<file path="config.mk">
export PLATFORM = sky130hd
export DESIGN_NAME = run_monitor
export DESIGN_NICKNAME = d
export VERILOG_FILES = /design/src/rtl/run_monitor_pkg.sv /design/src/rtl/run_monitor_counter.sv /design/src/rtl/run_monitor.sv
export SDC_FILE = /design/constraint.sdc
export NUM_CORES = 1
export LEC_CHECK = 0
export BUFFER_PORTS_ARGS = -buffer_cell sky130_fd_sc_hd__buf_2
export CORE_MARGIN = 5
export CORE_UTILIZATION = 53
export CTS_CLUSTER_DIAMETER = 200
export CTS_CLUSTER_SIZE = 28
export DETAILED_ROUTE_END_ITERATION = 16
export PLACE_DENSITY = 0.81
export SETUP_SLACK_MARGIN = 0.3
export SLEW_MARGIN = 0
export SYNTH_ARGS = -nofsm -noshare
export SYNTH_HDL_FRONTEND = slang
export SYNTH_SLANG_ARGS = --single-unit
</file>
<file path="constraint.sdc">
create_clock -name RUNMON_Clk_In -period 3.5 [get_ports RUNMON_Clk_In]
set_input_delay 0.35 -clock RUNMON_Clk_In [delete_from_list [all_inputs] [get_ports RUNMON_Clk_In]]
set_output_delay 0.35 -clock RUNMON_Clk_In [all_outputs]
set_load 0.005 [all_outputs]
</file>
<file path="src/rtl/run_monitor_pkg.sv">
// -----------------------------------------------------------------------------
// run_monitor_pkg
// Shared types and constants for the run_monitor block.
//   runmon_state_t : encoding of the run-control FSM, also driven onto the
//                    2-bit state output (00 IDLE, 01 RUN, 10 DONE).
//   runmon_cause_t : why a run ended on the current edge (NONE when it did not).
//   RUNMON_PASS_DEFAULT / RUNMON_FAIL_DEFAULT : default watched end values.
// -----------------------------------------------------------------------------
package run_monitor_pkg;

  typedef enum logic [1:0] {
    ST_IDLE = 2'b00,
    ST_RUN  = 2'b01,
    ST_DONE = 2'b10
  } runmon_state_t;

  typedef enum logic [1:0] {
    CAUSE_NONE,
    CAUSE_PASS,
    CAUSE_FAIL,
    CAUSE_TIMEOUT
  } runmon_cause_t;

  localparam logic [31:0] RUNMON_PASS_DEFAULT = 32'hFFFF_FFFF;
  localparam logic [31:0] RUNMON_FAIL_DEFAULT = 32'hDEAD_BEEF;

endpackage : run_monitor_pkg

</file>
<file path="src/rtl/run_monitor_counter.sv">
// -----------------------------------------------------------------------------
// run_monitor_counter
// Saturating up-counter used for every run_monitor statistic.
//   clk   : rising-edge clock
//   rst   : synchronous, active-high reset (clears the count)
//   clr   : synchronous clear, takes priority over inc
//   inc   : count enable; the count sticks at all-ones instead of wrapping
//   count : current value
// -----------------------------------------------------------------------------
module run_monitor_counter #(
  parameter int WIDTH = 32
) (
  input  logic             clk,
  input  logic             rst,
  input  logic             clr,
  input  logic             inc,
  output logic [WIDTH-1:0] count
);

  // NOTE: sequential state is written with non-blocking assignments only, so
  // every flop samples the pre-edge values of its peers.
  always_ff @(posedge clk) begin
    if (rst || clr) begin
      count <= '0;
    end else if (inc && (count != '1)) begin
      count <= count + 1'b1;
    end
  end

endmodule : run_monitor_counter

</file>
<file path="src/rtl/run_monitor.sv">
// -----------------------------------------------------------------------------
// run_monitor
// Run-control and end-of-test monitor sitting between the test harness and the
// core. Releases the core while in RUN, counts run cycles and memory
// handshakes, and ends the run on a pass value, a fail value or a cycle limit
// (pass beats fail beats timeout when several hit on the same edge).
//
// Optional feature macro: RUNMON_STALL_CNT_EN
//   defined   : Stall counts RUN cycles with fetch Ready=1 and Valid=0.
//   undefined : no stall counter; RUNMON_Stall_OutBUS is tied to 0.
//
// Ports
//   RUNMON_Clk_In            clock, rising edge
//   RUNMON_Reset_In          synchronous active-high reset
//   RUNMON_Start_In          start/restart request (honoured in IDLE and DONE)
//   RUNMON_Limit_InBUS       cycle limit latched at start, 0 = unlimited
//   RUNMON_Watch_InBUS       watched register value
//   RUNMON_Insmem_*          fetch handshake
//   RUNMON_Datamem_Ready/Valid load handshake
//   RUNMON_Datamem_Wvalid/Wready store handshake
//   RUNMON_Core_Run_Out      high only in RUN (core runs while high)
//   RUNMON_State_OutBUS      00 IDLE, 01 RUN, 10 DONE
//   RUNMON_Done/Pass/Fail/Timeout_Out  registered status flags
//   RUNMON_*_OutBUS          cycle / fetch / load / store / stall counters
// -----------------------------------------------------------------------------
module run_monitor
  import run_monitor_pkg::*;
#(
  parameter int                   DATAWIDTH  = 32,
  parameter int                   CNT_WIDTH  = 32,
  parameter logic [DATAWIDTH-1:0] PASS_VALUE = DATAWIDTH'(RUNMON_PASS_DEFAULT),
  parameter logic [DATAWIDTH-1:0] FAIL_VALUE = DATAWIDTH'(RUNMON_FAIL_DEFAULT)
) (
  input  logic                 RUNMON_Clk_In,
  input  logic                 RUNMON_Reset_In,
  input  logic                 RUNMON_Start_In,
  input  logic [CNT_WIDTH-1:0] RUNMON_Limit_InBUS,
  input  logic [DATAWIDTH-1:0] RUNMON_Watch_InBUS,
  input  logic                 RUNMON_Insmem_Ready_In,
  input  logic                 RUNMON_Insmem_Valid_In,
  input  logic                 RUNMON_Datamem_Ready_In,
  input  logic                 RUNMON_Datamem_Valid_In,
  input  logic                 RUNMON_Datamem_Wvalid_In,
  input  logic                 RUNMON_Datamem_Wready_In,
  output logic                 RUNMON_Core_Run_Out,
  output logic [1:0]           RUNMON_State_OutBUS,
  output logic                 RUNMON_Done_Out,
  output logic                 RUNMON_Pass_Out,
  output logic                 RUNMON_Fail_Out,
  output logic                 RUNMON_Timeout_Out,
  output logic [CNT_WIDTH-1:0] RUNMON_Cycles_OutBUS,
  output logic [CNT_WIDTH-1:0] RUNMON_Fetch_OutBUS,
  output logic [CNT_WIDTH-1:0] RUNMON_Load_OutBUS,
  output logic [CNT_WIDTH-1:0] RUNMON_Store_OutBUS,
  output logic [CNT_WIDTH-1:0] RUNMON_Stall_OutBUS
);

  runmon_state_t        state_q, state_d;
  runmon_cause_t        cause;
  logic [CNT_WIDTH-1:0] limit_q;
  logic [CNT_WIDTH-1:0] cycles_plus_one;
  logic                 in_run, start_accept;
  logic                 done_q, pass_q, fail_q, timeout_q, core_run_q;
  logic                 done_d, pass_d, fail_d, timeout_d, core_run_d;

  assign in_run       = (state_q == ST_RUN);
  assign start_accept = RUNMON_Start_In && ((state_q == ST_IDLE) || (state_q == ST_DONE));

  // ---------------------------------------------------------------------------
  // State register (also holds the registered status outputs and the limit)
  // ---------------------------------------------------------------------------
  always_ff @(posedge RUNMON_Clk_In) begin
    if (RUNMON_Reset_In) begin
      state_q    <= ST_IDLE;
      done_q     <= 1'b0;
      pass_q     <= 1'b0;
      fail_q     <= 1'b0;
      timeout_q  <= 1'b0;
      core_run_q <= 1'b0;
      limit_q    <= '0;
    end else begin
      state_q    <= state_d;
      done_q     <= done_d;
      pass_q     <= pass_d;
      fail_q     <= fail_d;
      timeout_q  <= timeout_d;
      core_run_q <= core_run_d;
      if (start_accept) begin
        limit_q <= RUNMON_Limit_InBUS;
      end
    end
  end

  // ---------------------------------------------------------------------------
  // End-condition priority. The timeout compares against the count this edge
  // will produce, so a limit of L ends the run with Cycles == L.
  // ---------------------------------------------------------------------------
  assign cycles_plus_one = RUNMON_Cycles_OutBUS + 1'b1;

  // NOTE: every signal assigned in an always_comb block gets a default first,
  // so no path through the block can infer a latch.
  always_comb begin
    cause = CAUSE_NONE;
    if (in_run) begin
      if (RUNMON_Watch_InBUS == PASS_VALUE) begin
        cause = CAUSE_PASS;
      end else if (RUNMON_Watch_InBUS == FAIL_VALUE) begin
        cause = CAUSE_FAIL;
      end else if ((limit_q != '0) && (cycles_plus_one == limit_q)) begin
        cause = CAUSE_TIMEOUT;
      end
    end
  end

  // ---------------------------------------------------------------------------
  // Next-state logic
  // ---------------------------------------------------------------------------
  always_comb begin
    state_d = state_q;
    case (state_q)
      ST_IDLE: if (RUNMON_Start_In) state_d = ST_RUN;
      ST_RUN:  if (cause != CAUSE_NONE) state_d = ST_DONE;
      ST_DONE: if (RUNMON_Start_In) state_d = ST_RUN;
      default: state_d = ST_IDLE;
    endcase
  end

  // ---------------------------------------------------------------------------
  // Output logic: next values of the registered outputs. Flags hold in DONE,
  // clear on an accepted start and get exactly one cause bit on termination.
  // ---------------------------------------------------------------------------
  always_comb begin
    done_d     = (state_d == ST_DONE);
    core_run_d = (state_d == ST_RUN);
    pass_d     = pass_q;
    fail_d     = fail_q;
    timeout_d  = timeout_q;
    if (start_accept) begin
      pass_d    = 1'b0;
      fail_d    = 1'b0;
      timeout_d = 1'b0;
    end else begin
      case (cause)
        CAUSE_PASS:    pass_d    = 1'b1;
        CAUSE_FAIL:    fail_d    = 1'b1;
        CAUSE_TIMEOUT: timeout_d = 1'b1;
        default:       ;
      endcase
    end
  end

  assign RUNMON_State_OutBUS = state_q;
  assign RUNMON_Core_Run_Out = core_run_q;
  assign RUNMON_Done_Out     = done_q;
  assign RUNMON_Pass_Out     = pass_q;
  assign RUNMON_Fail_Out     = fail_q;
  assign RUNMON_Timeout_Out  = timeout_q;

  // ---------------------------------------------------------------------------
  // Counters: cleared on an accepted start, advance only on RUN edges.
  // ---------------------------------------------------------------------------
  run_monitor_counter #(.WIDTH(CNT_WIDTH)) u_cycles (
    .clk   (RUNMON_Clk_In),
    .rst   (RUNMON_Reset_In),
    .clr   (start_accept),
    .inc   (in_run),
    .count (RUNMON_Cycles_OutBUS)
  );

  run_monitor_counter #(.WIDTH(CNT_WIDTH)) u_fetch (
    .clk   (RUNMON_Clk_In),
    .rst   (RUNMON_Reset_In),
    .clr   (start_accept),
    .inc   (in_run && RUNMON_Insmem_Ready_In && RUNMON_Insmem_Valid_In),
    .count (RUNMON_Fetch_OutBUS)
  );

  run_monitor_counter #(.WIDTH(CNT_WIDTH)) u_load (
    .clk   (RUNMON_Clk_In),
    .rst   (RUNMON_Reset_In),
    .clr   (start_accept),
    .inc   (in_run && RUNMON_Datamem_Ready_In && RUNMON_Datamem_Valid_In),
    .count (RUNMON_Load_OutBUS)
  );

  run_monitor_counter #(.WIDTH(CNT_WIDTH)) u_store (
    .clk   (RUNMON_Clk_In),
    .rst   (RUNMON_Reset_In),
    .clr   (start_accept),
    .inc   (in_run && RUNMON_Datamem_Wvalid_In && RUNMON_Datamem_Wready_In),
    .count (RUNMON_Store_OutBUS)
  );

`ifdef RUNMON_STALL_CNT_EN
  // Fetch port ready but the core not requesting: counted as a stall cycle.
  run_monitor_counter #(.WIDTH(CNT_WIDTH)) u_stall (
    .clk   (RUNMON_Clk_In),
    .rst   (RUNMON_Reset_In),
    .clr   (start_accept),
    .inc   (in_run && RUNMON_Insmem_Ready_In && !RUNMON_Insmem_Valid_In),
    .count (RUNMON_Stall_OutBUS)
  );
`else
  assign RUNMON_Stall_OutBUS = '0;
`endif

endmodule : run_monitor

</file>
Word level (Yosys, flattened, before mapping) --
Cells that the tools add are included. W data, S select, Z words.
Storage, ports and cells: register bits 167, bits in latches 0, bits in writable memories 0, bits in read-only memories 0, output and inout port bits 167, word-level logic and storage cells 55, memories kept 0
Cells by class: add/subtract/negate cells 4, $mul 0, divide/modulo/power cells 0, order comparisons 0, equality and inequality tests 14, shift-type cells 0, multiplexer cells 7, bitwise operators 0, reduce and logical (&&, ||, !) cells 19
Operators by type and width (number):
- $add A32 B1 Y32 const B | 4
- $ne A32 B32 Y1 const B | 4
- $eq A32 B32 Y1 const B | 2
- $eq A32 B32 Y1 | 1
- $reduce_bool A32 Y1 | 1
- $logic_and A1 B1 Y1 | 12
- $mux W2 | 6
- $eq A2 B2 Y1 const B | 4
- $eq A2 B1 Y1 const B | 3
- $pmux W2 S2 | 1
- $reduce_or A2 Y1 | 2
- $logic_not A2 Y1 | 1
- $logic_or A1 B1 Y1 | 2
- $reduce_bool A2 Y1 | 1

Longest topological paths before layout --
depth in word-level cells 11, gate-level depth with buffers 10, mapped depth without buffers 9

Hierarchy --
Synthesis repeated with hierarchy kept, for this count alone.
Unflattened totals: cell total of the unflattened synthesis 1149, area, all modules 9649.3 um^2
Modules (own cells, without submodules):
- run_monitor_counter | instances 4, cells an instance 189, area each 1681.6 um^2, sequential area each 640.6 um^2
- run_monitor | instances 1, cells an instance 393, area each 2922.8 um^2, sequential area each 780.7 um^2

Least setup slack after synthesis --
Ideal clock, no wire load.
path type reg-to-reg, from register u_cycles.count[0], to register done_q, in the netlist RUNMON_Done_Out, arrival 2.567 ns, required time 3.409 ns, slack 0.842 ns, cell stages (with the launch flop) 11, buffers on the path 1, cells stage by stage dfxtp_1 > ha_1 > buf_2 > nand4_1 > or4_4 > nor4_2 > a211o_1 > a31oi_1 > a221oi_2 > nand4_2 > a311oi_1
On the way: word-level cells in the longest chain between the ends 11
Ends and longest elaborated chain:
- start: declaration | line run_monitor_counter.sv:17 | output logic [WIDTH-1:0] count
- start signal: assignment | line run_monitor_counter.sv:26 | count <= count + 1'b1;
- $add A32 B1 Y32 | line run_monitor.sv:98 | assign cycles_plus_one = RUNMON_Cycles_OutBUS + 1'b1;
- $eq A32 B32 Y1 | line run_monitor.sv:109 | end else if ((limit_q != '0) && (cycles_plus_one == limit_q)) begin
- $logic_and A1 B1 Y1 | line run_monitor.sv:109
- $mux W2 | line run_monitor.sv:109
- $mux W2 | line run_monitor.sv:107 | end else if (RUNMON_Watch_InBUS == FAIL_VALUE) begin
- $mux W2 | line run_monitor.sv:105 | if (RUNMON_Watch_InBUS == PASS_VALUE) begin
- $mux W2 | line run_monitor.sv:104 | if (in_run) begin
- $reduce_bool A2 Y1 | line run_monitor.sv:122 | ST_RUN: if (cause != CAUSE_NONE) state_d = ST_DONE;
- $mux W2 | line run_monitor.sv:122
- $pmux W2 S2 | line run_monitor.sv:120 | case (state_q)
- $eq A2 B2 Y1 | line run_monitor.sv:133 | done_d = (state_d == ST_DONE);
- end signal: assignment | line run_monitor.sv:83 | done_q <= done_d;
- end: declaration | line run_monitor.sv:63 | logic done_q, pass_q, fail_q, timeout_q, core_run_q;
Every way passes these cells. A chain may end at the register's enable or synchronous reset.

Final worst setup path --
from register u_cycles.count[0], to register state_q[1], in the netlist RUNMON_State_OutBUS[1]
On the way: word-level cells in the longest chain between the ends 10
Ends and longest elaborated chain:
- $add A32 B1 Y32 | line run_monitor.sv:98
- $eq A32 B32 Y1 | line run_monitor.sv:109
- $logic_and A1 B1 Y1 | line run_monitor.sv:109
- $mux W2 | line run_monitor.sv:109
- $mux W2 | line run_monitor.sv:107
- $mux W2 | line run_monitor.sv:105
- $mux W2 | line run_monitor.sv:104
- $reduce_bool A2 Y1 | line run_monitor.sv:122
- $mux W2 | line run_monitor.sv:122
- $pmux W2 S2 | line run_monitor.sv:120
- end signal: assignment | line run_monitor.sv:82 | state_q <= state_d;
- end: declaration | line run_monitor.sv:58 | runmon_state_t state_q, state_d;
Every way passes these cells.

==> results.yml <==
cts:
  numCtsBuffers: 17
  cts.sinks: 167
  insertion_delay_ns: 0.42
  hold_buffers: 0
  htreeDepth: 4
  tritoncts: "built"
  clockRootBuffer: "clkbuf_16"
  clockBufferDepth: 2
  path_clk_slew_ns: 0.07
power:
  p_leak_nw: 4.04
  max-vdd-ir-drop_v: 0.000323
  powerDensity_nw_per_um2: 408
  power_mw: 4.21
place:
  io_buffers: 207
  hpwl_um: 17700
  dp_cells: 1460
  place.gp.congestion: 0.923
  pre_cts_ws_ns: 0.405
  place_area_um2: 9670
synthesis:
  synth_commonest_cells: "167 x dfxtp_1, 148 x nor2_1, 142 x nand2_1"
  synth-seq-cells: 167
  yosysWarnings: 0
  yosysSeqAreaShare: 0.388
  synth_top_area_frac: 0.388
  synth_cell_types: 64
  synth_area_per_cell_um2: 8.01
  syn_area_um2: 8620
  synth_flop_cell: "dfxtp_1"
  synth_cells: 1076
  synth-async-reset-ratio: 0
  synth.largest_area_cell: "dfxtp_1"
  synth_edf_count: 0
  yosysMostFrequentCell: "dfxtp_1"
  synth.area.top_cells: "dfxtp_1 39%, xnor2_1 7.9%, xor2_1 6.6%"
setup_path:
  path_cells: "ha_2 > nand4_1 > buf_4 > nor4_4 > buf_4 > nand3_1 > nor4_1 > a31oi_1 > a221oi_2 > nand4_2 > a311oi_1"
  cpMostUsedCell: "buf_4"
  path_class: "register to register"
  cp-end-kind: "register"
  critPathTopFamily: "simple AND/OR/NAND/NOR gates"
  crit_buf_inv: 2
  crit_arrival_ns: 3.32
  crit_path_top_delay_cell: "dfxtp_1"
  cp-start-kind: "register"
  required_ns: 3.83
  path_max_fanout: 8
  cp_slowest_stage_delay_ns: 0.45
floorplan:
  dieArea_um2: 18900
  num_rows: 46
  core_um2: 15900
  ios: 240
  die_height_um: 138
  dieWidth_um: 138
  initial_utilization: 0.541
cells_and_area:
  area_growth_pct: 19.7
  drive_above_1_share: 0.220
  nets: 1344
  final_util: 0.647
  fin_area_um2: 10300
  finalNonFillerCells: 1496
drt:
  drt.antenna.violating_nets: 0
  vias: 8208
  dr.pass1.iters: 5
  drt_first_iter_violations: 470
  drc: 0
  vias_per_cell: 5.49
  avgRoutedWirePerCell_um: 15.8
  drt_wl_total_um: 23600
sta:
  slew_headroom: 0.524
  clock_skew_ns: 0.00979
  fmax_mhz: 335
  fin_crit_ns: 2.99
  tns_ns: 0
  slew_violations: 0
  fin_crit_sh: 0.853
  setup_slack_ns: 0.515
  rsz0062_at_grt: "no"
  tightest_slew_ns: 0.708
  hold_viol: 0
  setup_viol: 0
  holdWs_ns: 0.159
global_route:
  antenna_found_initial: 2
  grt_pass1_vias: 7683
  grt_usage: 0.250
  grt_max_degree: 76
  grt.overflow.total: 0
  grt_pass1_wl_um: 38000
flow_run:
  cap_violations: 0
min_path:
  hold_class: "input pin to register"
run_status:
  status: "completed"
[layout make-up]
cell class / instances / area [µm²]
clock inverter: 12 / 168
timing repair buffer: 223 / 1170
inverter: 13 / 48.8
fill: 1444 / 5620
clock buffer: 19 / 443
antenna: 1 / 2.50
tap: 216 / 270
sequential: 167 / 3340
multi-input combinational: 845 / 4880
[worst paths after layout]
kind | cells after the start | end | slack (ns) | start
hold reg to reg | 2 | RUNMON_Timeout_Out$_SDFFE_PP0N_ | 0.46 | RUNMON_Timeout_Out$_SDFFE_PP0N_
setup / recovery | 11 | RUNMON_State_OutBUS[1]$_SDFF_PP0_ | 0.51 | u_cycles.count[0]$_SDFFE_PP0P_
setup reg to reg | 11 | RUNMON_State_OutBUS[1]$_SDFF_PP0_ | 0.51 | u_cycles.count[0]$_SDFFE_PP0P_
hold / removal | 3 | limit_q[0]$_SDFFE_PP0P_ | 0.16 | RUNMON_Limit_InBUS[0]
[routing by layer]
layer,track usage,wire length [µm],vias to the layer above
met5,0,11,-
li1,-,-,4032
met3,0.0720,1850,57
met2,0.412,11200,276
met4,0.0904,648,2
met1,0.311,9890,3841
[worst register-to-register path: cells and delay by family (launching register included)]
kind / cells / cell delay, ns
AOI/OAI and AO/OA: 3 / 0.65
adders and majority gates: 1 / 0.29
buffers and inverters: 2 / 0.43
DFF: 1 / 0.45
and+or+nand+nor: 5 / 1.07
[timing repair]
item / in CTS / in global routing
setup buffers: 0 / 4
setup endpoints to repair: 0 / 4
hold endpoints to repair: 0 / 0
resized for setup: 0 / 2
[cells in the final DEF, fill, tap and decap left out, drive strengths merged, types with 24 or more instances in the layout]
cell type	Yosys	layout
a21oi	66	66
buf	50	223
conb	1	32
dfxtp	167	167
nand2	143	143
nand3	56	56
nand4	47	47
nor2	148	148
nor3	27	27
nor4	24	24
o21ai	32	32
or3	27	27
xnor2	78	78
xor2	65	65
[flip-flops by register name (all words and copies together) (netlist names)]
signal               cells
limit_q                 32
u_cycles.count          32
u_fetch.count           32
u_load.count            32
u_store.count           32
RUNMON_State_OutBUS      2
RUNMON_Core_Run_Out      1
RUNMON_Done_Out          1
RUNMON_Fail_Out          1
RUNMON_Pass_Out          1
RUNMON_Timeout_Out       1
[report_power, final]
part | internal, mW | switching (mW) | leakage, nW
Combinational | 0.118 | 0.187 | 2.40
Sequential | 1.93 | 0.0389 | 1.35
Clock | 1.15 | 0.785 | 0.289
[kinds of logic after synthesis]
logic type / count (synthesis) / synth area share
compound gates: 128 / 0.0884
xor+xnor: 143 / 0.145
fa+ha+maj: 4 / 0.00581
buf+inv: 95 / 0.0621
flops: 167 / 0.388
mux: 2 / 0.00232
other cells: 1 / 0.000435
simple gates: 536 / 0.308
No activity file was read; power rests on OpenSTA's default activity.
